`src/rtl/button_step_ctrl_pkg.sv`:
```
// Shared types and defaults for the button debounce / CPU step controller.
package button_step_ctrl_pkg;

  typedef enum logic [1:0] {
    IDLE_LO,
    ARM_HI,
    IDLE_HI,
    ARM_LO
  } db_state_t;

  localparam int unsigned DEF_DB_CYCLES  = 1000000;
  localparam int unsigned DEF_AUTO_DIV_W = 27;

  function automatic int unsigned cnt_width(input int unsigned n);
    return (n > 1) ? $clog2(n) : 1;
  endfunction

endpackage

```
`src/rtl/button_step_ctrl_debounce_cell.sv`:
```
// One button: 2-flop synchronizer, 4-state debounce FSM, stability counter
// and rising-edge pulse.
module debounce_cell
  import button_step_ctrl_pkg::*;
#(
  parameter int unsigned DB_CYCLES = DEF_DB_CYCLES
) (
  input  logic iclk,
  input  logic rst,
  input  logic raw,
  output logic level,
  output logic pulse
);

  localparam int unsigned CW = cnt_width(DB_CYCLES);
  localparam logic [CW-1:0] CNT_MAX = CW'(DB_CYCLES - 1);

  logic [1:0]    sync;
  logic          in;
  db_state_t     state, state_nx;
  logic [CW-1:0] cnt, cnt_nx;
  logic          level_q;

  assign in = sync[1];

  always_ff @(posedge iclk) begin
    if (rst) begin
      sync    <= '0;
      state   <= IDLE_LO;
      cnt     <= '0;
      level_q <= 1'b0;
    end else begin
      sync    <= {sync[0], raw};
      state   <= state_nx;
      cnt     <= cnt_nx;
      level_q <= level;
    end
  end

  // A bounce back to the settled level abandons the arm attempt.
  always_comb begin
    state_nx = state;
    cnt_nx   = cnt;
    unique case (state)
      IDLE_LO: begin
        if (in) begin
          state_nx = ARM_HI;
          cnt_nx   = '0;
        end
      end
      ARM_HI: begin
        if (!in) begin
          state_nx = IDLE_LO;
        end else if (cnt == CNT_MAX) begin
          state_nx = IDLE_HI;
        end else begin
          cnt_nx = cnt + 1'b1;
        end
      end
      IDLE_HI: begin
        if (!in) begin
          state_nx = ARM_LO;
          cnt_nx   = '0;
        end
      end
      ARM_LO: begin
        if (in) begin
          state_nx = IDLE_HI;
        end else if (cnt == CNT_MAX) begin
          state_nx = IDLE_LO;
        end else begin
          cnt_nx = cnt + 1'b1;
        end
      end
      default: begin
        state_nx = IDLE_LO;
        cnt_nx   = '0;
      end
    endcase
  end

  assign level = (state == IDLE_HI) || (state == ARM_LO);
  assign pulse = level & ~level_q;

endmodule

```
`src/rtl/button_step_ctrl.sv`:
```
// Debounced buttons plus CPU single-step / auto-step enable generator.
// Auto-step divider and run_mode path exist only with STEP_AUTORUN_EN.
module button_step_ctrl
  import button_step_ctrl_pkg::*;
#(
  parameter int unsigned DB_CYCLES  = DEF_DB_CYCLES,
  parameter int unsigned AUTO_DIV_W = DEF_AUTO_DIV_W
) (
  input  logic        iclk,
  input  logic        rst,
  input  logic [3:0]  button,
  input  logic        run_mode,
  output logic [3:0]  button_level,
  output logic [3:0]  button_pulse,
  output logic        step_pulse,
  output logic [31:0] step_count
);

  for (genvar i = 0; i < 4; i++) begin : g_db
    debounce_cell #(
      .DB_CYCLES(DB_CYCLES)
    ) u_cell (
      .iclk (iclk),
      .rst  (rst),
      .raw  (button[i]),
      .level(button_level[i]),
      .pulse(button_pulse[i])
    );
  end

`ifdef STEP_AUTORUN_EN
  logic [1:0]            mode_sync;
  logic                  mode_q;
  logic                  mode_chg;
  logic [AUTO_DIV_W-1:0] div;

  assign mode_chg = mode_sync[1] ^ mode_q;

  always_ff @(posedge iclk) begin
    if (rst) begin
      mode_sync <= '0;
      mode_q    <= 1'b0;
      div       <= '0;
    end else begin
      mode_sync <= {mode_sync[0], run_mode};
      mode_q    <= mode_sync[1];
      div       <= mode_chg ? '0 : div + 1'b1;
    end
  end

  // A mode switch restarts the period and never emits a step itself.
  always_comb begin
    step_pulse = 1'b0;
    if (!mode_chg) begin
      step_pulse = mode_sync[1] ? (&div) : button_pulse[0];
    end
  end
`else
  logic [AUTO_DIV_W:0] unused_auto;

  assign unused_auto = {AUTO_DIV_W'(0), run_mode};
  assign step_pulse  = button_pulse[0];
`endif

  always_ff @(posedge iclk) begin
    if (rst) begin
      step_count <= '0;
    end else if (step_pulse) begin
      step_count <= step_count + 32'd1;
    end
  end

endmodule
```
`config.mk`:
```
export PLATFORM = sky130hd
export DESIGN_NAME = button_step_ctrl
export DESIGN_NICKNAME = d
export VERILOG_FILES = /design/src/rtl/button_step_ctrl_pkg.sv /design/src/rtl/button_step_ctrl_debounce_cell.sv /design/src/rtl/button_step_ctrl.sv
export SDC_FILE = /design/constraint.sdc
export NUM_CORES = 1
export LEC_CHECK = 0
export CORE_ASPECT_RATIO = 1.2
export CORE_MARGIN = 1.5
export CORE_UTILIZATION = 63
export CTS_CLUSTER_SIZE = 25
export DETAILED_ROUTE_END_ITERATION = 12
export PLACE_DENSITY_LB_ADDON = 0.08
export SYNTH_ARGS = -nofsm -noshare
export SYNTH_HDL_FRONTEND = slang
export SYNTH_HIERARCHICAL = 1
export SYNTH_SLANG_ARGS = --single-unit
```
`constraint.sdc`:
```
create_clock -name iclk -period 3.1 [get_ports iclk]
set_input_delay 0.775 -clock iclk [delete_from_list [all_inputs] [get_ports iclk]]
set_output_delay 0.775 -clock iclk [all_outputs]
set_load 0.02 [all_outputs]
```
==> impl_metrics.ini, run 1 <==
[drt]
firstDrtPassIters = 5
drc = 0
drt-initial-drc-count = 304
post_drt_wl_per_cell_um = 15.4
final_antenna_net_count = 0
viasPerCell = 6.00
vias = 5423
wirelength_um = 13900

[die]
die_area_mm2 = 0.0111
die_x_um = 96.4
fp.dieH_um = 115
initial_utilization_pct = 65.2
rows = 40
boundaryPins = 48
core_region_area_mm2 = 0.0101

[clock_network]
postCtsSetupBuffers = 0
cts.path.max_buffers = 2
htree_levels = 4
cts_tree = yes
root_buffer = clkbuf_16
path_clk_slew_ns = 0.05
cts_resized = 0
clk_latency_ns = 0.41
cts_hold_buf = 0
cts_sinks = 132
numCtsBuffers = 17

[sta]
worstMarginPinSlew_ns = 1.10
tns_ns = 0
finalClockSkew_ns = 0.00588
min_period_ns = 2.58
slew_violations = 0
finalHoldViolCount = 0
timing.final.crit_share_pct = 83.3
fmax_ghz = 0.387
maxSlewHeadroom_pct = 26.3
setup_violations = 0
rsz0062_at_grt = no

[critical_path]
path_max_fanout = 6
worst_path_largest_cell_delay_ns = 0.65
timing.rr.end = step_count[28]
worst_path_max_delay_cell = clkdlybuf4s50_1
regToRegSetupSlack_ns = 0.72
crit_buf_inv = 1
path_cells = nor2b_1 -> clkdlybuf4s50_1
cp_top_family = buffers and inverters
rr_worst_depth = 6
crit_path_end_kind = output port
cp_data_arrival_time_ns = 1.81
start_kind = flop
worstPathRequired_ns = 2.32
crit_type = flop to output port

[layout]
layout-drive-gt1-share_pct = 13.1
layout_commonest_cell = dfxtp_1
mostFrequentLayoutCells = 132 x dfxtp_1, 110 x nor2_1, 57 x xor2_1
diodes = 0
num-nets-final = 780
syn2layout_area_growth_pct = 15.8
final_util_pct = 75.6

[synthesis]
ys_dominant_reg_cell = dfxtp_1
ys_seq_area_share_pct = 40.1
synth_edf_count = 0
netlist_top_cells_area = dfxtp_1 40%, xor2_1 7.6%, nor2_1 6.3%
yosys.area.top_type = dfxtp_1
ys_ff_latch = 132
yosysWarnings = 6
syn-num-nets = 738
synth_top_area_share_pct = 40.1
netlist_instances = 726
synthesis.area_mm2 = 0.00660
async_reset_ff_share_pct = 0
yosysUniqueCellTypes = 47
syn_avg_cell_area_um2 = 9.09

[global_routing]
grt_first_pass_wirelength_um = 23100
grt_use_total_pct = 26.4
grt_pass1_vias = 5210
grt_max_degree = 35
overflow = 0
grt_antenna_before_repair = 0

[power_and_ir_drop]
p_leak_nw = 2.81
ir_drop_mv = 0.366
powerDensity_mw_per_mm2 = 478

[placed_design]
portBuffers = 46
hpwl_um = 9570
place_congestion = 0.845

[flow_run]
maxCapViolCount = 0

[min_path]
min_to = g_db[2].u_cell/sync[1]
whs_path_depth = 1
min_path_type = flop to flop
hp-start = g_db[2].u_cell/sync[0]

[outcome]
outcome = finished clean
[synth_stat cells (all sizes together), types with 12 or more instances]
cell    instances
clkbuf         15
a211o          12
and3           23
nor2          110
nand2          33
inv            16
mux2           15
nand4          47
xor2           61
nor2b          26
o211ai         20
dfxtp         132
buf            12
a21oi          15
nor3           26
nand3          29
o21ai          28
xnor2          16
and2           13
[registers in the layout (all words and copies together) (netlist names), named ones only]
signal	cells
g_db.u_cell/state	4
g_db.u_cell/cnt	80
step_count	32
g_db.u_cell/sync	8
g_db.u_cell/level_q	4
[per-layer routing]
metal  vias to the layer above  track usage, %  wire [µm]
met1                      2583            29.1       5760
met4                         0            14.1        351
met5                         -               0          0
met3                        40            6.35        574
met2                       126            46.3       7260
li1                       2674               -          -
[logic make-up (layout without fill, tap and decap cells)]
family          Yosys count  in the layout  share of synthesized area [%]
simple gates            363            363                           32.7
flops                   132            132                           40.1
compound gates           90             90                           9.75
xor+xnor                 77             77                           10.7
buf+inv                  43             95                           3.19
mux                      16             16                           2.71
fa+ha+maj                 5              5                          0.948
[worst max path at each step]
stage / end / slack, ns / cells past startpoint
2_1_floorplan: step_count[27] / 0.74 / 7
3_3_place_gp: step_count[28] / 0.85 / 6
3_5_place_dp: step_count[28] / 0.73 / 6
4_1_cts: button_pulse[0] / 0.51 / 3
5_1_grt: button_pulse[0] / 0.44 / 3
6_report: button_pulse[2] / 0.52 / 2
[metrics by stage]
step	power, mW	hold slack, ns	std cells	setup WS (ns)	area (µm²)
final	3.65	0.435	904	0.518	7640
after global routing	3.77	0.459	904	0.436	7640
after CTS	3.67	0.443	904	0.505	7640
after detailed placement	1.82	0.430	875	0.725	7090
after global placement	1.81	0.420	875	0.847	7090
after floorplan	1.79	0.414	726	0.739	6600
[cell type report]
cell class / instances / area (µm²)
Multi-Input combinational cell: 551 / 3740
Fill cell: 740 / 2470
Inverter: 16 / 60.1
Clock buffer: 24 / 502
Sequential cell: 132 / 2640
Timing Repair Buffer: 50 / 485
Tap cell: 126 / 158
Clock inverter: 5 / 50.0
[power by group]
group | internal [mW] | leakage, nW | switching, mW
clock | 1.19 | 0.278 | 0.684
combinational | 0.0183 | 1.47 | 0.0522
sequential | 1.70 | 1.06 | 0.00564
Power figures use the tool's default switching activity.
==> run 2: changes to the inputs <==
CORE_UTILIZATION = 59   (was 63)
clock period = 2.7 ns   (was 3.1 ns; I/O delays follow)
==> run 2 against run 1 <==
Total power increased by 15%. Combinational power increased by 22%. Setup slack got worse by 0.20 ns. Sequential power increased by 15%. Cell area increased by 1.1%. Final cell count increased by 1.5%. Worst hold slack improved by 0.00063 ns. First-iteration DRC count decreased by 11%. Non-clock buffer count increased by 9. Count of clock-buffer cells in the layout decreased by 1. Flip-flop and latch count unchanged.
==> impl_metrics.ini, run 2 (synthesized netlist as in run 1, its figures left out) <==
[placed_design]
portBuffers = 46
hpwl_um = 9480
placed_cells = 890
place_congestion = 0.807

[critical_path]
crit_buf_inv = 1
start_kind = flop
worst_path_max_delay_cell = clkdlybuf4s50_1
worstPathRequired_ns = 2.03
cp_data_arrival_time_ns = 1.70
worst_path_largest_cell_delay_ns = 0.67
path_cells = nor2b_1 -> clkdlybuf4s50_1
cp_top_family = buffers and inverters
path_max_fanout = 4
crit_type = flop to output port
regToRegSetupSlack_ns = 0.64
crit_path_end_kind = output port

[sta]
tns_ns = 0
slew_violations = 0
setup_violations = 0
min_period_ns = 2.38
maxSlewHeadroom_pct = 68.0
worstMarginPinSlew_ns = 0.476
finalHoldViolCount = 0
rsz0062_at_grt = no
finalClockSkew_ns = 0.00599
fmax_ghz = 0.421
timing.final.crit_share_pct = 88.1
holdWs_ns = 0.436

[global_routing]
overflow = 0
grt_antenna_before_repair = 0
grt_use_total_pct = 24.8
grt_pass1_vias = 5294
grt_max_degree = 29
grt_first_pass_wirelength_um = 23900

[power_and_ir_drop]
ir_drop_mv = 0.379
swShare_pct = 20.2
powerDensity_mw_per_mm2 = 546
seqPwrFrac_pct = 46.6
combPwrFrac_pct = 2.0
p_leak_nw = 2.86
p_switching_mw = 0.851
p_int_mw = 3.37
totalPowerFinal_mw = 4.22
clkPwrFrac_pct = 51.4

[layout]
mostFrequentLayoutCells = 132 x dfxtp_1, 110 x nor2_1, 57 x xor2_1
nFillCells = 849
reg_top3 = g_db.u_cell/cnt x80, step_count x32, g_db.u_cell/sync x8
diodes = 0
final_util_pct = 70.3
syn2layout_area_growth_pct = 17.1
largest_reg_flops = 80
layout-drive-gt1-share_pct = 14.2
layout_commonest_cell = dfxtp_1
regMostFlops = g_db.u_cell/cnt
num-nets-final = 789
instances_no_fill = 918

[drt]
wirelength_um = 13800
firstDrtPassIters = 5
drc = 0
viasPerCell = 5.88
vias = 5401
drt-initial-drc-count = 270
final_antenna_net_count = 0
post_drt_wl_per_cell_um = 15.0

[min_path]
min_path_type = flop to flop
hp-start = g_db[0].u_cell/sync[0]

[clock_network]
path_clk_slew_ns = 0.05
cts_hold_buf = 0
cts_resized = 0
root_buffer = clkbuf_16
clk_latency_ns = 0.42
cts_sinks = 132
cts.path.max_buffers = 2
htree_levels = 4
cts_tree = yes
numCtsBuffers = 17
postCtsSetupBuffers = 0

[die]
boundaryPins = 48
rows = 42
die_x_um = 99.5
die_area_mm2 = 0.0118
fp.dieH_um = 119
initial_utilization_pct = 60.1
core_region_area_mm2 = 0.0110

[outcome]
outcome = finished clean

[flow_run]
maxCapViolCount = 0
## run 2: per-stage QoR
stage                     area (µm²)  setup slack, ns
after floorplan                 6600            0.339
after global placement          7160            0.715
after detailed placement        7160            0.662
after CTS                       7720            0.303
after global routing            7720            0.214
final                           7720            0.323
## run 2: cell type report
class / instances / area [µm²] / area share [%]
repair buffers: 59 / 553 / 7.16
clock inverters: 5 / 50.0 / 0.648
inverters: 16 / 60.1 / 0.778
multi-input cells: 551 / 3740 / 48.5
flip-flops and latches: 132 / 2640 / 34.2
well taps: 132 / 165 / 2.14
clock buffers: 23 / 508 / 6.58
## run 2: routing by layer
layer  vias up  share of wire [%]  wire length, µm  GRT usage [%]
met2        84                 53             7240           43.0
li1       2688                  -                -              -
met1      2617                 43             5950           28.8
met3        12                2.8              385           6.75
met4         0                1.4              187           9.60
met5         -                  0                0              0
## run 2: path summary, 6_finish.rpt
kind | cells after the start | to
max | 2 | button_pulse[0]
min | 1 | g_db[0].u_cell/sync[1]
max reg2reg | 5 | step_count[28]
min reg2reg | 1 | g_db[0].u_cell/sync[1]
## run 2: power groups by stage
stage | sequential [mW] | combinational [mW] | clock (mW)
floorplan | 2.00 | 0.0512 | 0
global placement | 2.00 | 0.0837 | 0
detailed placement | 2.00 | 0.0858 | 0
CTS | 1.96 | 0.0863 | 2.21
global route | 1.96 | 0.0954 | 2.31
finish | 1.96 | 0.0860 | 2.17
